===== config.mk =====
export PLATFORM = sky130hd
export DESIGN_NAME = uart_tx_scheduler
export DESIGN_NICKNAME = d
export VERILOG_FILES = /design/src/rtl/uart_tx_scheduler.sv
export SDC_FILE = /design/constraint.sdc
export NUM_CORES = 1
export LEC_CHECK = 0
export CORE_ASPECT_RATIO = 0.5
export CORE_MARGIN = 3
export CORE_UTILIZATION = 40
export DETAILED_ROUTE_END_ITERATION = 10
export GPL_ROUTABILITY_DRIVEN = 0
export GPL_TIMING_DRIVEN = 0
export PLACE_DENSITY = 0.7
export SYNTH_ARGS = -nofsm -noshare
export SYNTH_HDL_FRONTEND = slang
export SYNTH_SLANG_ARGS = --single-unit

===== constraint.sdc =====
create_clock -name pclk -period 2.65 [get_ports pclk]
set_input_delay 0.53 -clock pclk [delete_from_list [all_inputs] [get_ports pclk]]
set_output_delay 0.53 -clock pclk [all_outputs]
set_load 0.02 [all_outputs]

===== src/rtl/uart_tx_scheduler.sv =====
// rtl/uart_tx_scheduler.sv - round-robin arbitrated UART transmit serializer
// One framed byte at a time: start, data LSB-first, optional parity, stop bit(s).
module uart_tx_scheduler #(
  parameter int NUM_REQ    = 4,
  parameter int DATA_WIDTH = 8,
  parameter int BAUD_DIV   = 16,
  parameter int PARITY_EN  = 1,
  parameter int PARITY_ODD = 0,
  parameter int STOP_BITS  = 1
) (
  input  logic                            pclk,
  input  logic                            areset,
  input  logic [NUM_REQ-1:0]              req_valid,
  input  logic [NUM_REQ*DATA_WIDTH-1:0]   req_data,
  output logic [NUM_REQ-1:0]              req_ready,
  output logic [$clog2(NUM_REQ)-1:0]      grant_id,
  output logic                            busy,
  output logic                            frame_done,
  output logic                            bclk,
  output logic                            tx
);

  localparam int GW = $clog2(NUM_REQ);
  localparam int BW = $clog2(BAUD_DIV);

  typedef enum logic [2:0] {IDLE, START, DATA, PARITY, STOP} state_t;

  state_t                state_q, state_d;
  logic [BW-1:0]         baud_q, baud_d;
  logic [2:0]            bit_q, bit_d;
  logic [DATA_WIDTH-1:0] shift_q, shift_d;
  logic                  par_q, par_d;
  logic [GW-1:0]         grant_q, grant_d;
  logic [GW-1:0]         last_q, last_d;

  logic                  found;
  logic [GW-1:0]         winner;
  logic [GW:0]           idx;
  logic [DATA_WIDTH-1:0] sel_data;
  logic                  baud_last;

  // Search starts just after the last winner and wraps, giving round-robin order.
  always_comb begin
    found    = 1'b0;
    winner   = '0;
    idx      = '0;
    sel_data = '0;
    for (int k = 1; k <= NUM_REQ; k++) begin
      idx = {1'b0, last_q} + (GW+1)'(k);
      if (idx >= (GW+1)'(NUM_REQ)) idx = idx - (GW+1)'(NUM_REQ);
      if (!found && req_valid[idx[GW-1:0]]) begin
        found  = 1'b1;
        winner = idx[GW-1:0];
      end
    end
    for (int i = 0; i < NUM_REQ; i++) begin
      if (winner == GW'(i)) sel_data = req_data[i*DATA_WIDTH +: DATA_WIDTH];
    end
  end

  assign baud_last  = (baud_q == BW'(BAUD_DIV-1));
  assign busy       = (state_q != IDLE);
  assign bclk       = busy && (baud_q < BW'(BAUD_DIV/2));
  assign frame_done = (state_q == STOP) && baud_last && (bit_q == 3'(STOP_BITS-1));
  assign grant_id   = grant_q;

  always_comb begin
    state_d   = state_q;
    baud_d    = baud_q;
    bit_d     = bit_q;
    shift_d   = shift_q;
    par_d     = par_q;
    grant_d   = grant_q;
    last_d    = last_q;
    req_ready = '0;
    tx        = 1'b1;
    case (state_q)
      IDLE: begin
        baud_d = '0;
        bit_d  = '0;
        if (found) begin
          // Ready is masked while reset is held so no accept is signalled then.
          req_ready[winner] = ~areset;
          shift_d = sel_data;
          par_d   = (^sel_data) ^ (PARITY_ODD != 0);
          grant_d = winner;
          last_d  = winner;
          state_d = START;
        end
      end
      default: begin
        baud_d = baud_last ? '0 : baud_q + BW'(1);
        case (state_q)
          START:   tx = 1'b0;
          DATA:    tx = shift_q[0];
          PARITY:  tx = par_q;
          default: tx = 1'b1;
        endcase
        if (baud_last) begin
          case (state_q)
            START: begin
              state_d = DATA;
              bit_d   = '0;
            end
            DATA: begin
              shift_d = shift_q >> 1;
              if (bit_q == 3'(DATA_WIDTH-1)) begin
                bit_d   = '0;
                state_d = (PARITY_EN != 0) ? PARITY : STOP;
              end else begin
                bit_d = bit_q + 3'd1;
              end
            end
            PARITY: begin
              state_d = STOP;
              bit_d   = '0;
            end
            default: begin
              if (bit_q == 3'(STOP_BITS-1)) begin
                state_d = IDLE;
                bit_d   = '0;
              end else begin
                bit_d = bit_q + 3'd1;
              end
            end
          endcase
        end
      end
    endcase
  end

  always_ff @(posedge pclk or posedge areset) begin
    if (areset) begin
      state_q <= IDLE;
      baud_q  <= '0;
      bit_q   <= '0;
      shift_q <= '0;
      par_q   <= 1'b0;
      grant_q <= '0;
      last_q  <= GW'(NUM_REQ-1);
    end else begin
      state_q <= state_d;
      baud_q  <= baud_d;
      bit_q   <= bit_d;
      shift_q <= shift_d;
      par_q   <= par_d;
      grant_q <= grant_d;
      last_q  <= last_d;
    end
  end

endmodule


==> Word-level counts from Yosys, hierarchy flattened <==
Index checks and enable logic that the tools add are counted.
Widths: inputs -> output; s select.
{ "word_totals": {"register_bits": 23, "inputBits": 38, "output_inout_bits": 10, "wordCells": 110} }
{ "classes": {"addsub": 10, "order_cmp": 11, "eq_ne": 11, "muxes": 47, "n_bitwise": 2, "reduce_logical": 22} }
{ "op_table": {"columns": ["op", "count"], "rows": [
  ["$mux 8", 8],
  ["$mux 3", 9],
  ["$mux 2", 8],
  ["$mux 4", 4],
  ["$lt 2x3->1 const B", 5],
  ["$ge 3x3->1 const B", 4],
  ["$mux 1", 10],
  ["$pmux 3 s3", 1],
  ["$bmux 1 s2", 4],
  ["$reduce_xor 8->1", 1],
  ["$sub 2x1->2 const B", 4],
  ["$logic_and 1x1->1", 7],
  ["$add 2x2->3 const B", 2],
  ["$eq 3x2->1 const B", 2],
  ["$eq 3x3->1 const B", 2],
  ["$logic_not 3->1", 2],
  ["$pmux 3 s2", 1],
  ["$reduce_bool 5->1", 1],
  ["$add 4x1->4 const B", 1],
  ["$and 4x4->4", 1],
  ["$eq 2x2->1 const B", 2],
  ["$eq 4x4->1 const B", 1],
  ["$lt 4x4->1 const B", 1],
  ["$reduce_and 4->1", 1],
  ["18 further kinds", 21]
]} }

==> Logic depth before layout (Yosys ltp) <==
Gate-level depths: netlist of run 1.
{ "depth": {"word_depth": 22, "depth_mapped": 9, "depth_no_buf": 8} }

==> Least setup slack after synthesis of run 1 <==
Ideal clock, no wire load.
{ "synth_path": {"kind": "flip-flop to output port", "from": "reg state_q[0]", "to": "out req_ready[0]", "arrival_time_ns": 1.968, "t_required_ns": 2.120, "setup_slack_ns": 0.152, "path_stages_with_launch": 6, "path_buffers": 2, "path_cell_list": "dfrtp_1 > clkbuf_1 > nor3_2 > nand2_1 > clkbuf_1 > nor4_1"} }
{ "synth_via": {"elab_chain_len": 2} }
{ "synth_rtl": {"columns": ["item", "line", "text"], "rows": [
  ["from (decl)", "28", "state_t state_q, state_d;"],
  ["from (signal assigned)", "142", "state_q <= state_d;"],
  ["$logic_not 3->1", "77", "case (state_q)"],
  ["$mux 4", "77", null],
  ["to (decl)", "15", "output logic [NUM_REQ-1:0] req_ready,"]
]} }
No other way between the ends.

==> Final worst setup path of run 1 <==
{ "layout_path": {"from": "reg last_q[1]", "to": "reg par_q"} }
{ "layout_via": {"elab_chain_len": 21, "word_cells_on_any_way": 48, "cone_classes": "add/sub: 8; order compare: 4; eq/ne: 3; mux: 24; reduce/logical: 9"} }
{ "layout_rtl": {"columns": ["item", "line", "text"], "rows": [
  ["from (decl)", "34", "logic [GW-1:0] last_q, last_d;"],
  ["from (signal assigned)", "140", "last_q <= GW'(NUM_REQ-1);"],
  ["from (signal assigned)", "148", "last_q <= last_d;"],
  ["$add 2x1->3", "49", "idx = {1'b0, last_q} + (GW+1)'(k);"],
  ["$ge 3x3->1 / $sub 2x1->2 (equally long branches)", "50", "if (idx >= (GW+1)'(NUM_REQ)) idx = idx - (GW+1)'(NUM_REQ);"],
  ["$mux 2", "50", null],
  ["$bmux 1 s2", "51", "if (!found && req_valid[idx[GW-1:0]]) begin"],
  ["$mux 1 (implied by the code)", "51", null],
  ["$mux 1", "51", null],
  ["$logic_not 1->1", "51", null],
  ["$logic_and 1x1->1", "51", null],
  ["[... 2 more ...]", null, null],
  ["$logic_and 1x1->1", "51", null],
  ["$mux 1", "51", null],
  ["$logic_not 1->1", "51", null],
  ["$logic_and 1x1->1", "51", null],
  ["$mux 2", "51", null],
  ["$logic_not 2->1", "57", "if (winner == GW'(i)) sel_data = req_data[i*DATA_WIDTH +: DATA_WIDTH];"],
  ["$mux 8 (4 in a row)", "57", null],
  ["$reduce_xor 8->1", "85", "par_d = (^sel_data) ^ (PARITY_ODD != 0);"],
  ["to (signal assigned)", "146", "par_q <= par_d;"],
  ["to (decl)", "32", "logic par_q, par_d;"]
]} }
Several ways; a longest one is shown, not always the timed one. The select of a mux whose other input is x is not followed.
A chain may end at the register's enable or synchronous reset.

==> results.cfg, run 1 <==
[sta]
final_max_slew_viol_count = 0
finalWorstSetupSlack_ns = 0.0756
setup-tns-final_ns = 0
whs_ns = 0.483
rsz0062_at_grt = yes
worstMarginPinSlew_ns = 0.882
hold_viol = 0
fin_crit_sh_pct = 97.1
skew_ns = 0.0112
final-setup-viol-count = 0
timing.fmax_mhz = 388
relSlewSlack_pct = 41.1
fin_crit_ns = 2.57

[cts]
htree_num_levels = 1
cts_tree = done
ctsHoldBuffers = 0
path_clk_slew_ns = 0.09
clk_latency_ns = 0.27
clock_path_buffers = 2
cts_root_buf = clkbuf_8
cts-buffers-inserted = 3
cts.sinks = 23

[global_routing]
grt_max_degree = 24
antenna_found_initial = 0
overflow = 0
grt_pass1_vias = 1547
grt_pass1_wl_mm = 6.98
grt_util_all_layers_pct = 18.6

[synthesis]
async_flop_share_pct = 100
synth.area.top_cells = dfrtp_1 (33%), a21oi_1 (8.5%), nand2_1 (8.5%)
synth_nets = 237
post_synth_instance_area_um2 = 1590
synth_top_area_cell = dfrtp_1
synth_seq_cells = 23
syn_inst = 195
postSynthAreaPerCell_um2 = 8.16
synth.distinct_cells = 43
ys_dominant_reg_cell = dfrtp_1
ys_seq_area_share_pct = 36.3
synth-edff-count = 0
yosys.area.top_type_share_pct = 33.0
ys.warnings.count = 0

[route]
via_per_inst = 5.39
drt_pre_antenna_iters = 4
ant_nets = 0
num_vias = 1602
drtIter0Drc = 86
wl_per_cell_um = 14.0
drt-total-wl_mm = 4.17
drc_errors = 0

[worst_setup_path]
r2r_start = last_q[1]
crit_type = flop to flop
worstPathMaxFanout = 8
worstPathArrival_ns = 2.77
critPathLaunchType = flop
critPathLaunch = last_q[1]
cp.required_ns = 2.84
critPathCaptureType = flop

[die]
dieArea_um2 = 4820
fp-row-count = 15
start_util_pct = 43.9
io-pin-count = 48
die_y_um = 50.6
dieWidth_um = 95.2
coreArea_um2 = 3620

[placement]
place_ws_ns = -0.749
hpwlAfterDp_mm = 3.17
io_buffer_count = 47
placed_area_um2 = 2130

[status]
status = completed

[run]
maxCapViolCount = 0

[power]
leakagePower_nw = 0.943
peakVddDrop_uv = 439
power.density_nw_per_um2 = 1010
total_power_mw = 2.26

[layout]
drive_above_1_share_pct = 13.8
nFillCells = 336
areaGrowthSynthToFinish_pct = 40.4
n_antenna_cell = 0
final_cell_area_um2 = 2230
finalNetCount = 289

[worst_hold_path]
worst_hold_startpoint = baud_q[0]
hp-class = flop to flop
-- worst max-delay path: stages (launching register included) --
cell and delay [ns]:
dfstp_2 0.60, mux2i_1 0.25, a2bb2oi_2 0.26, nand2_2 0.18, a21oi_1 0.15, a22o_1 0.19, xnor3_1 0.41, xnor3_1 0.35
o21ai_1 0.11
-- sequential cells by signal, summed over array words and instances (netlist names) --
| name | flops |
|---|---|
| last_q | 2 |
| bit_q | 3 |
| grant_id | 2 |
| baud_q | 4 |
| state_q | 3 |
| par_q | 1 |
| shift_q | 8 |
-- per-layer routing --
layer / routed length (µm) / vias to the layer above / track usage (%)
met5: 0 / - / 0
met4: 55 / 0 / 5.50
met3: 339 / 6 / 5.69
met2: 1800 / 48 / 29.0
met1: 1980 / 753 / 24.9
li1: - / 795 / -
-- repair_timing --
action	CTS	global route
resized for setup	36	9
pin swaps	4	0
setup buffers	2	0
endpoints found under the setup margin	7	6
-- synthesized netlist by cell type, drive strengths merged (2+ instances only) --
cell type and number:
a41oi 2, xor2 2, inv 8, clkbuf 7, mux2i 2, and2 3, nor4 5, xnor2 3
buf 3, nor2b 3, ha 4, xnor3 2, dfrtp 21, nor3 3, nand3 4, dfstp 2
a22o 5, a21oi 27, nor2 16, a32oi 4, nand2 36, o21ai 19
-- path summary, 6_finish.rpt --
| path | end | slack, ns | depth (start not counted) |
|---|---|---|---|
| hold / removal | baud_q[0] | 0.48 | 1 |
| min in group asynchronous | shift_q[4] | 0.90 | 2 |
| hold reg to reg | baud_q[0] | 0.48 | 1 |
| setup / recovery | par_q | 0.08 | 8 |
| setup reg to reg | par_q | 0.08 | 8 |
| max in group asynchronous | shift_q[2] | 1.20 | 2 |
-- cells in the final DEF, fill, tap and decap left out, types with 3 or more instances in the layout --
master,instances
ha_1,4
buf_2,3
nor2_1,13
nand3_1,4
dfrtp_1,21
clkbuf_8,3
a21oi_1,26
nor4_1,3
buf_4,5
xnor2_1,3
o21ai_0,17
clkbuf_1,4
nand2_1,34
clkdlybuf4s50_1,38
inv_1,7
a22o_1,5
dlygate4sd2_1,4
-- report_power, final --
part | internal [mW] | total, mW | leakage (nW) | switching, mW
logic | 0.695 | 1.40 | 0.640 | 0.709
clock network | 0.105 | 0.222 | 0.0255 | 0.117
registers | 0.518 | 0.634 | 0.277 | 0.116
-- area by class of cell --
type                    count  area (µm²)  share of cell area, %
multi-input cells         154         997                   44.6
repair buffers             49         468                   20.9
clock buffers               3        41.3                   1.85
clock inverters             1        5.00                  0.224
inverters                   8        33.8                   1.51
well taps                  51        63.8                   2.86
flip-flops and latches     23         578                   25.9
plain buffers               8        47.5                   2.13
-- through the flow --
step,utilization (%),cells
final,61.7,297
after global routing,61.7,297
after CTS,60.7,297
after detailed placement,58.7,293
after global placement,58.7,293
after floorplan,-,195
-- kinds of logic (layout without fill, tap and decap cells) --
kind of cell / count (synthesis) / count (layout) / synth area share [%]
fa+ha+maj: 4 / 4 / 3.14
mux: 2 / 2 / 1.26
flops: 23 / 23 / 36.3
buf+inv: 18 / 69 / 5.03
compound gates: 67 / 67 / 27.0
xor+xnor: 7 / 7 / 5.58
simple gates: 74 / 74 / 21.6
No activity file was read; power rests on OpenSTA's default activity.
==> run 2: changes to the inputs <==
--- a/config.mk
+++ b/config.mk
@@ -9,9 +9,8 @@
 export CORE_MARGIN = 3
 export CORE_UTILIZATION = 40
 export DETAILED_ROUTE_END_ITERATION = 10
+export DONT_BUFFER_PORTS = 1
 export GPL_ROUTABILITY_DRIVEN = 0
-export GPL_TIMING_DRIVEN = 0
-export PLACE_DENSITY = 0.7
 export SYNTH_ARGS = -nofsm -noshare
 export SYNTH_HDL_FRONTEND = slang
 export SYNTH_SLANG_ARGS = --single-unit
==> run 2 against run 1 <==
Critical path depth increased by 2. Highest routed layer unchanged. Critical path type unchanged. Combinational power decreased by 13%. Utilization decreased by 12 points. Final area decreased by 20%. Sequential power increased by 5.5%. Global-route usage decreased by 2.5 points. Wire length decreased by 11%.
==> results.cfg, run 2 (synthesized netlist as in run 1, its figures left out) <==
[global_routing]
grt_pass1_vias = 1291
grt_pass1_wl_mm = 6.00
grt_max_degree = 24
grt_util_all_layers_pct = 16.2
antenna_found_initial = 0
overflow = 0

[layout]
areaGrowthSynthToFinish_pct = 12.9
largest_reg_flops = 8
nFillCells = 355
fin_util_pct = 49.6
finalNetCount = 249
top_regs = shift_q: 8 flops, baud_q: 4 flops
regArea_um2 = 578
n_antenna_cell = 0
multi_input_area_um2 = 951
final_common_cell = nand2_1
most-common-layout-cells = nand2_1 (34), a21oi_1 (27), dfrtp_1 (21)
regMostFlops = shift_q
drive_above_1_share_pct = 16.5

[worst_setup_path]
critPathCaptureType = flop
critPathLaunchType = flop
worstPathMaxFanout = 5
worstPathArrival_ns = 2.69
path_buf_inv = 2
worst_r2r_endpoint = par_q
slowest_delay_ns = 0.59
crit_type = flop to flop
r2r_slack_ns = 0.11
crit_chain = buf_4, nand2_1, a21oi_1, buf_4, nand3_1, a32oi_2, xnor2_1, xnor3_1, xnor3_1, o21ai_1
r2r_start = last_q[1]
cp.required_ns = 2.80
reg2regPathDepth = 10
crit_slowest_cell = dfstp_2
cp_top_family = XOR/XNOR gates

[die]
die_y_um = 50.6
fp-row-count = 15
dieWidth_um = 95.2
start_util_pct = 43.9
dieArea_um2 = 4820
coreArea_um2 = 3620
io-pin-count = 48

[power]
leakagePower_nw = 0.793
total_power_mw = 2.11
pwr-share-seq_pct = 31.7
peakVddDrop_uv = 732
p_int_mw = 1.22
switching_share_pct = 42.0
p_sw_uw = 885
power.density_nw_per_um2 = 1170
clkPwrFrac_pct = 10.6
p_comb_share_pct = 57.7

[sta]
final_max_slew_viol_count = 0
worstMarginPinSlew_ns = 0.889
hold_viol = 0
relSlewSlack_pct = 40.6
fin_crit_ns = 2.54
fin_crit_sh_pct = 95.8
skew_ns = 0.00627
finalWorstSetupSlack_ns = 0.110
final-setup-viol-count = 0
timing.fmax_mhz = 394

[cts]
cts.sinks = 23
htree_num_levels = 1
path_clk_slew_ns = 0.09
clk_latency_ns = 0.27
clock_path_buffers = 2
cts_tree = done
cts-buffers-inserted = 3
ctsHoldBuffers = 0
cts_root_buf = clkbuf_8

[worst_hold_path]
hp-class = input pin to async pin

[placement]
hpwlAfterDp_mm = 2.81
io_buffer_count = 0
place_ws_ns = 0.0583

[route]
via_per_inst = 5.56
num_vias = 1429
drtIter0Drc = 57
drt_pre_antenna_iters = 4
drc_errors = 0
wl_per_cell_um = 14.5
drt-total-wl_mm = 3.72
ant_nets = 0

[run]
maxCapViolCount = 0

[status]
status = completed
-- run 2: power by group through the flow --
stage | registers, mW | clock network (mW) | logic, mW
2_1_floorplan | 0.622 | 0 | 1.00
3_3_place_gp | 0.674 | 0 | 1.14
3_5_place_dp | 0.679 | 0 | 1.16
4_1_cts | 0.672 | 0.229 | 1.16
5_1_grt | 0.693 | 0.244 | 1.36
6_report | 0.669 | 0.223 | 1.22
-- run 2: how the worst max path moves through the flow --
| stage | startpoint | end | slack (ns) | cells past startpoint |
|---|---|---|---|---|
| 6_report | last_q[1] | par_q | 0.11 | 10 |
| 5_1_grt | last_q[1] | par_q | -0.009 | 10 |
| 4_1_cts | last_q[1] | req_ready[0] | 0.004 | 6 |
| 3_5_place_dp | last_q[1] | par_q | 0.06 | 8 |
| 3_3_place_gp | last_q[1] | par_q | 0.16 | 8 |
| 2_1_floorplan | state_q[0] | req_ready[0] | 0.15 | 5 |
-- run 2: repair_timing --
item | CTS | global route
gates resized for setup | 0 | 4
endpoints found under the setup margin | 0 | 3
setup buffers | 0 | 5
-- run 2: area by class of cell --
class,count,share of cell area [%]
clock buffers,3,2.30
clock inverters,1,0.279
inverters,8,1.67
multi-input cells,154,52.9
flip-flops and latches,23,32.2
well taps,51,3.55
repair buffers,17,7.10
-- run 2: metal layers --
layer	share of wire (%)	track usage [%]
met1	51	24.4
met2	42	22.9
met3	6.3	4.04
met4	0.83	3.59
met5	0	0
-- run 2: through the flow --
step                      TNS [ns]  hold WS [ns]  cells  area, µm²
after floorplan                  0         0.433    195       1590
after detailed placement         0         0.454    248       1700
after CTS                        0         0.365    252       1740
after global placement           0         0.452    248       1700
after global routing       -0.0127         0.405    257       1800
final                            0         0.332    257       1800
==> run 3: changes to the inputs <==
--- a/config.mk
+++ b/config.mk
@@ -10,7 +10,7 @@
 export CORE_UTILIZATION = 40
 export DETAILED_ROUTE_END_ITERATION = 10
 export DONT_BUFFER_PORTS = 1
-export GPL_ROUTABILITY_DRIVEN = 0
+export GPL_ROUTABILITY_DRIVEN = 1
 export SYNTH_ARGS = -nofsm -noshare
 export SYNTH_HDL_FRONTEND = slang
 export SYNTH_SLANG_ARGS = --single-unit
==> results of run 3 <==
No change in the layout: final DEF, timing and power equal those of run 2.
==> RTL change: new RTL, flow settings as in run 1 <==
Change the parameter `NUM_REQ` from 4 to 8.
--- a/src/rtl/uart_tx_scheduler.sv
+++ b/src/rtl/uart_tx_scheduler.sv
@@ -2,5 +2,5 @@
 // One framed byte at a time: start, data LSB-first, optional parity, stop bit(s).
 module uart_tx_scheduler #(
-  parameter int NUM_REQ    = 4,
+  parameter int NUM_REQ    = 8,
   parameter int DATA_WIDTH = 8,
   parameter int BAUD_DIV   = 16,
Ports: changed (resized grant_id, req_data, req_ready and req_valid); port bits go from 48 to 89. The function was not compared with the original's and may differ.
==> RTL change against run 1 <==
- the run now ends with negative setup slack left
- synthesized area rose by 87%
- final area up 130%
- setup slack got worse by 1.7 ns
- global-route usage up 5.7 points
- count of clock-buffer cells in the layout did not move
- non-clock buffer count grew 93
- routed wire length rose to 2.5 times the old value
- core utilization grew 12 points
- sequential cell count increased by 2
- critical path type is now primary input to register
- critical endpoint unchanged
- highest routed layer unchanged
Power is left out: it rests on default switching activity, and per cell area and clock period it moved more than threefold.
==> RTL change: results (changes against run 1) <==
[critical_path]
cp_data_arrival_time_ns = 4.50  ; was 2.77 ns

[global_routing]
grt_max_degree = 26  ; was 24
grt_pass1_wl_um = 16800  ; was 6980 µm
grt_util_all_layers_pct = 24.3  ; was 18.6%
grt_overflow_total = 0  ; unchanged
grt_pass1_vias = 3423  ; was 1,547

[logic_synthesis]
syn_nets = 431  ; was 237
syn_avg_cell_area_um2 = 8.47  ; was 8.16 µm²
synth_xor_area_share_pct = 5.98  ; was 5.58%
synth_common_cells = nand2_1 (42), nor2_1 (39), mux2i_1 (30), dfrtp_1 (22), o21ai_0 (19)  ; was nand2_1 (36), a21oi_1 (27), dfrtp_1 (21), o21ai_0 (18), nor2_1 (15)
synthMuxAreaShare_pct = 25.0  ; was 1.26%
ys_top_cells_by_area = dfrtp_1 (19%), mux2i_1 (10%), mux4_2 (8.3%)  ; was dfrtp_1 (33%), a21oi_1 (8.5%), nand2_1 (8.5%)
ys_seq_area_share_pct = 21.2  ; was 36.3%
synth_fa_ha_area_share_pct = 2.53  ; was 3.14%
yosysMostFrequentCell = nand2_1  ; unchanged
yosysUniqueCellTypes = 62  ; was 43
synth_compound_area_share_pct = 21.4  ; was 27.0%

[detailed_routing]
wl_met3_um = 568  ; was 339 µm
routed_via_density = 5.85  ; was 5.39
dr.first_iter.drc_count = 265  ; was 86
met1Wirelength_um = 4370  ; was 1980 µm
wl_per_cell_um = 18.4  ; was 14.0 µm
first_pass_iters = 6  ; was 4
wl_um = 10600  ; was 4170 µm
wl_met2_um = 5470  ; was 1800 µm

[cts]
cts_root_buf = clkbuf_16  ; was clkbuf_8
clk_pin_slew_ns = 0.06  ; was 0.09 ns

[placement]
hpwl_um = 7550  ; was 3170 µm
dp_cells = 531  ; was 293
dp_slack_ns = -2.31  ; was -0.749 ns
portBuffers = 88  ; was 47

[finish]
n_antenna_cell = 0  ; unchanged
reg.largest.list = shift_q: 8 flops, baud_q: 4 flops  ; unchanged
nets = 565  ; was 289
drive_gt1_share_pct = 38.4  ; was 13.8%

[status]
status = finished, violations left  ; was completed
violations = negative setup slack

[sta]
skew_ns = 0.00395  ; was 0.0112 ns
setup_tns_ns = -30.36  ; was 0 ns
max-slew-margin-rel_pct = 37.2  ; was 41.1%
finalSetupViolCount = 27  ; was 0
worst_slack_ns = -1.66  ; was 0.0756 ns

RTL change: cell types whose count changed after synthesis, moves of 11 or more:
cell     before  now
mux2i_1       2   30
nor2_1       15   39
a21oi_1      27   10
mux2_2        0   12
mux4_2        0   11
o22ai_1       0   11
RTL change: critical path: stages:
cell,delay (ns)
clkdlybuf4s50_1,0.56
mux4_2,0.55
mux2i_2,0.30
and2_2,0.29
nand4_4,0.17
buf_6,0.18
o41ai_4,0.42
buf_6,0.19
buf_4,0.11
nor3_2,0.04
nor4_4,0.41
xnor2_4,0.18
xor2_1,0.19
xnor3_1,0.23
o21ai_1,0.13
RTL change: layout make-up:
type | count | area, µm²
Multi-Input combinational cell | 290 | 2760
Fill cell | 478 | 1790
Clock inverter | 1 | 7.51
Timing Repair Buffer | 133 | 1260
Inverter | 15 | 73.8
Clock buffer | 3 | 75.1
Sequential cell | 25 | 629
Buffer | 17 | 226
Tap cell | 92 | 115
RTL change: routing by layer:
layer	GRT usage [%]	vias up
met5	0	-
met3	2.48	19
met1	30.2	1640
met4	4.89	0
met2	46.2	146
li1	-	1567
RTL change: timing repair:
item,4_1_cts,5_1_grt
gates resized for setup,122,34
gates cloned,1,0
endpoints found under the setup margin,29,29
buffers inserted,31,13
pin swaps,24,22
RTL change: cell families after synthesis:
family          after synthesis
buf+inv                      36
simple gates                117
mux                          58
xor+xnor                     17
flops                        25
fa+ha+maj                     6
compound gates               92
RTL change: through the flow:
| stage | utilization, % | cell area, µm² |
|---|---|---|
| after floorplan | - | 3280 |
| after global placement | 61.6 | 4280 |
| after detailed placement | 61.7 | 4280 |
| after CTS | 71.4 | 4950 |
| after global routing | 74.2 | 5140 |
| final | 74.2 | 5140 |
RTL change: final timing paths:
check                                  start    endpoint  slack [ns]  depth (start not counted)
worst max-delay path            req_valid[3]       par_q       -1.66                         15
worst min-delay path               baud_q[0]   baud_q[0]        0.48                          1
worst max register to register     last_q[1]       par_q       -1.66                         19
worst min register to register     baud_q[0]   baud_q[0]        0.48                          1
max in group asynchronous             areset  state_q[2]        1.22                          2
min in group asynchronous             areset   baud_q[1]        0.85                          2
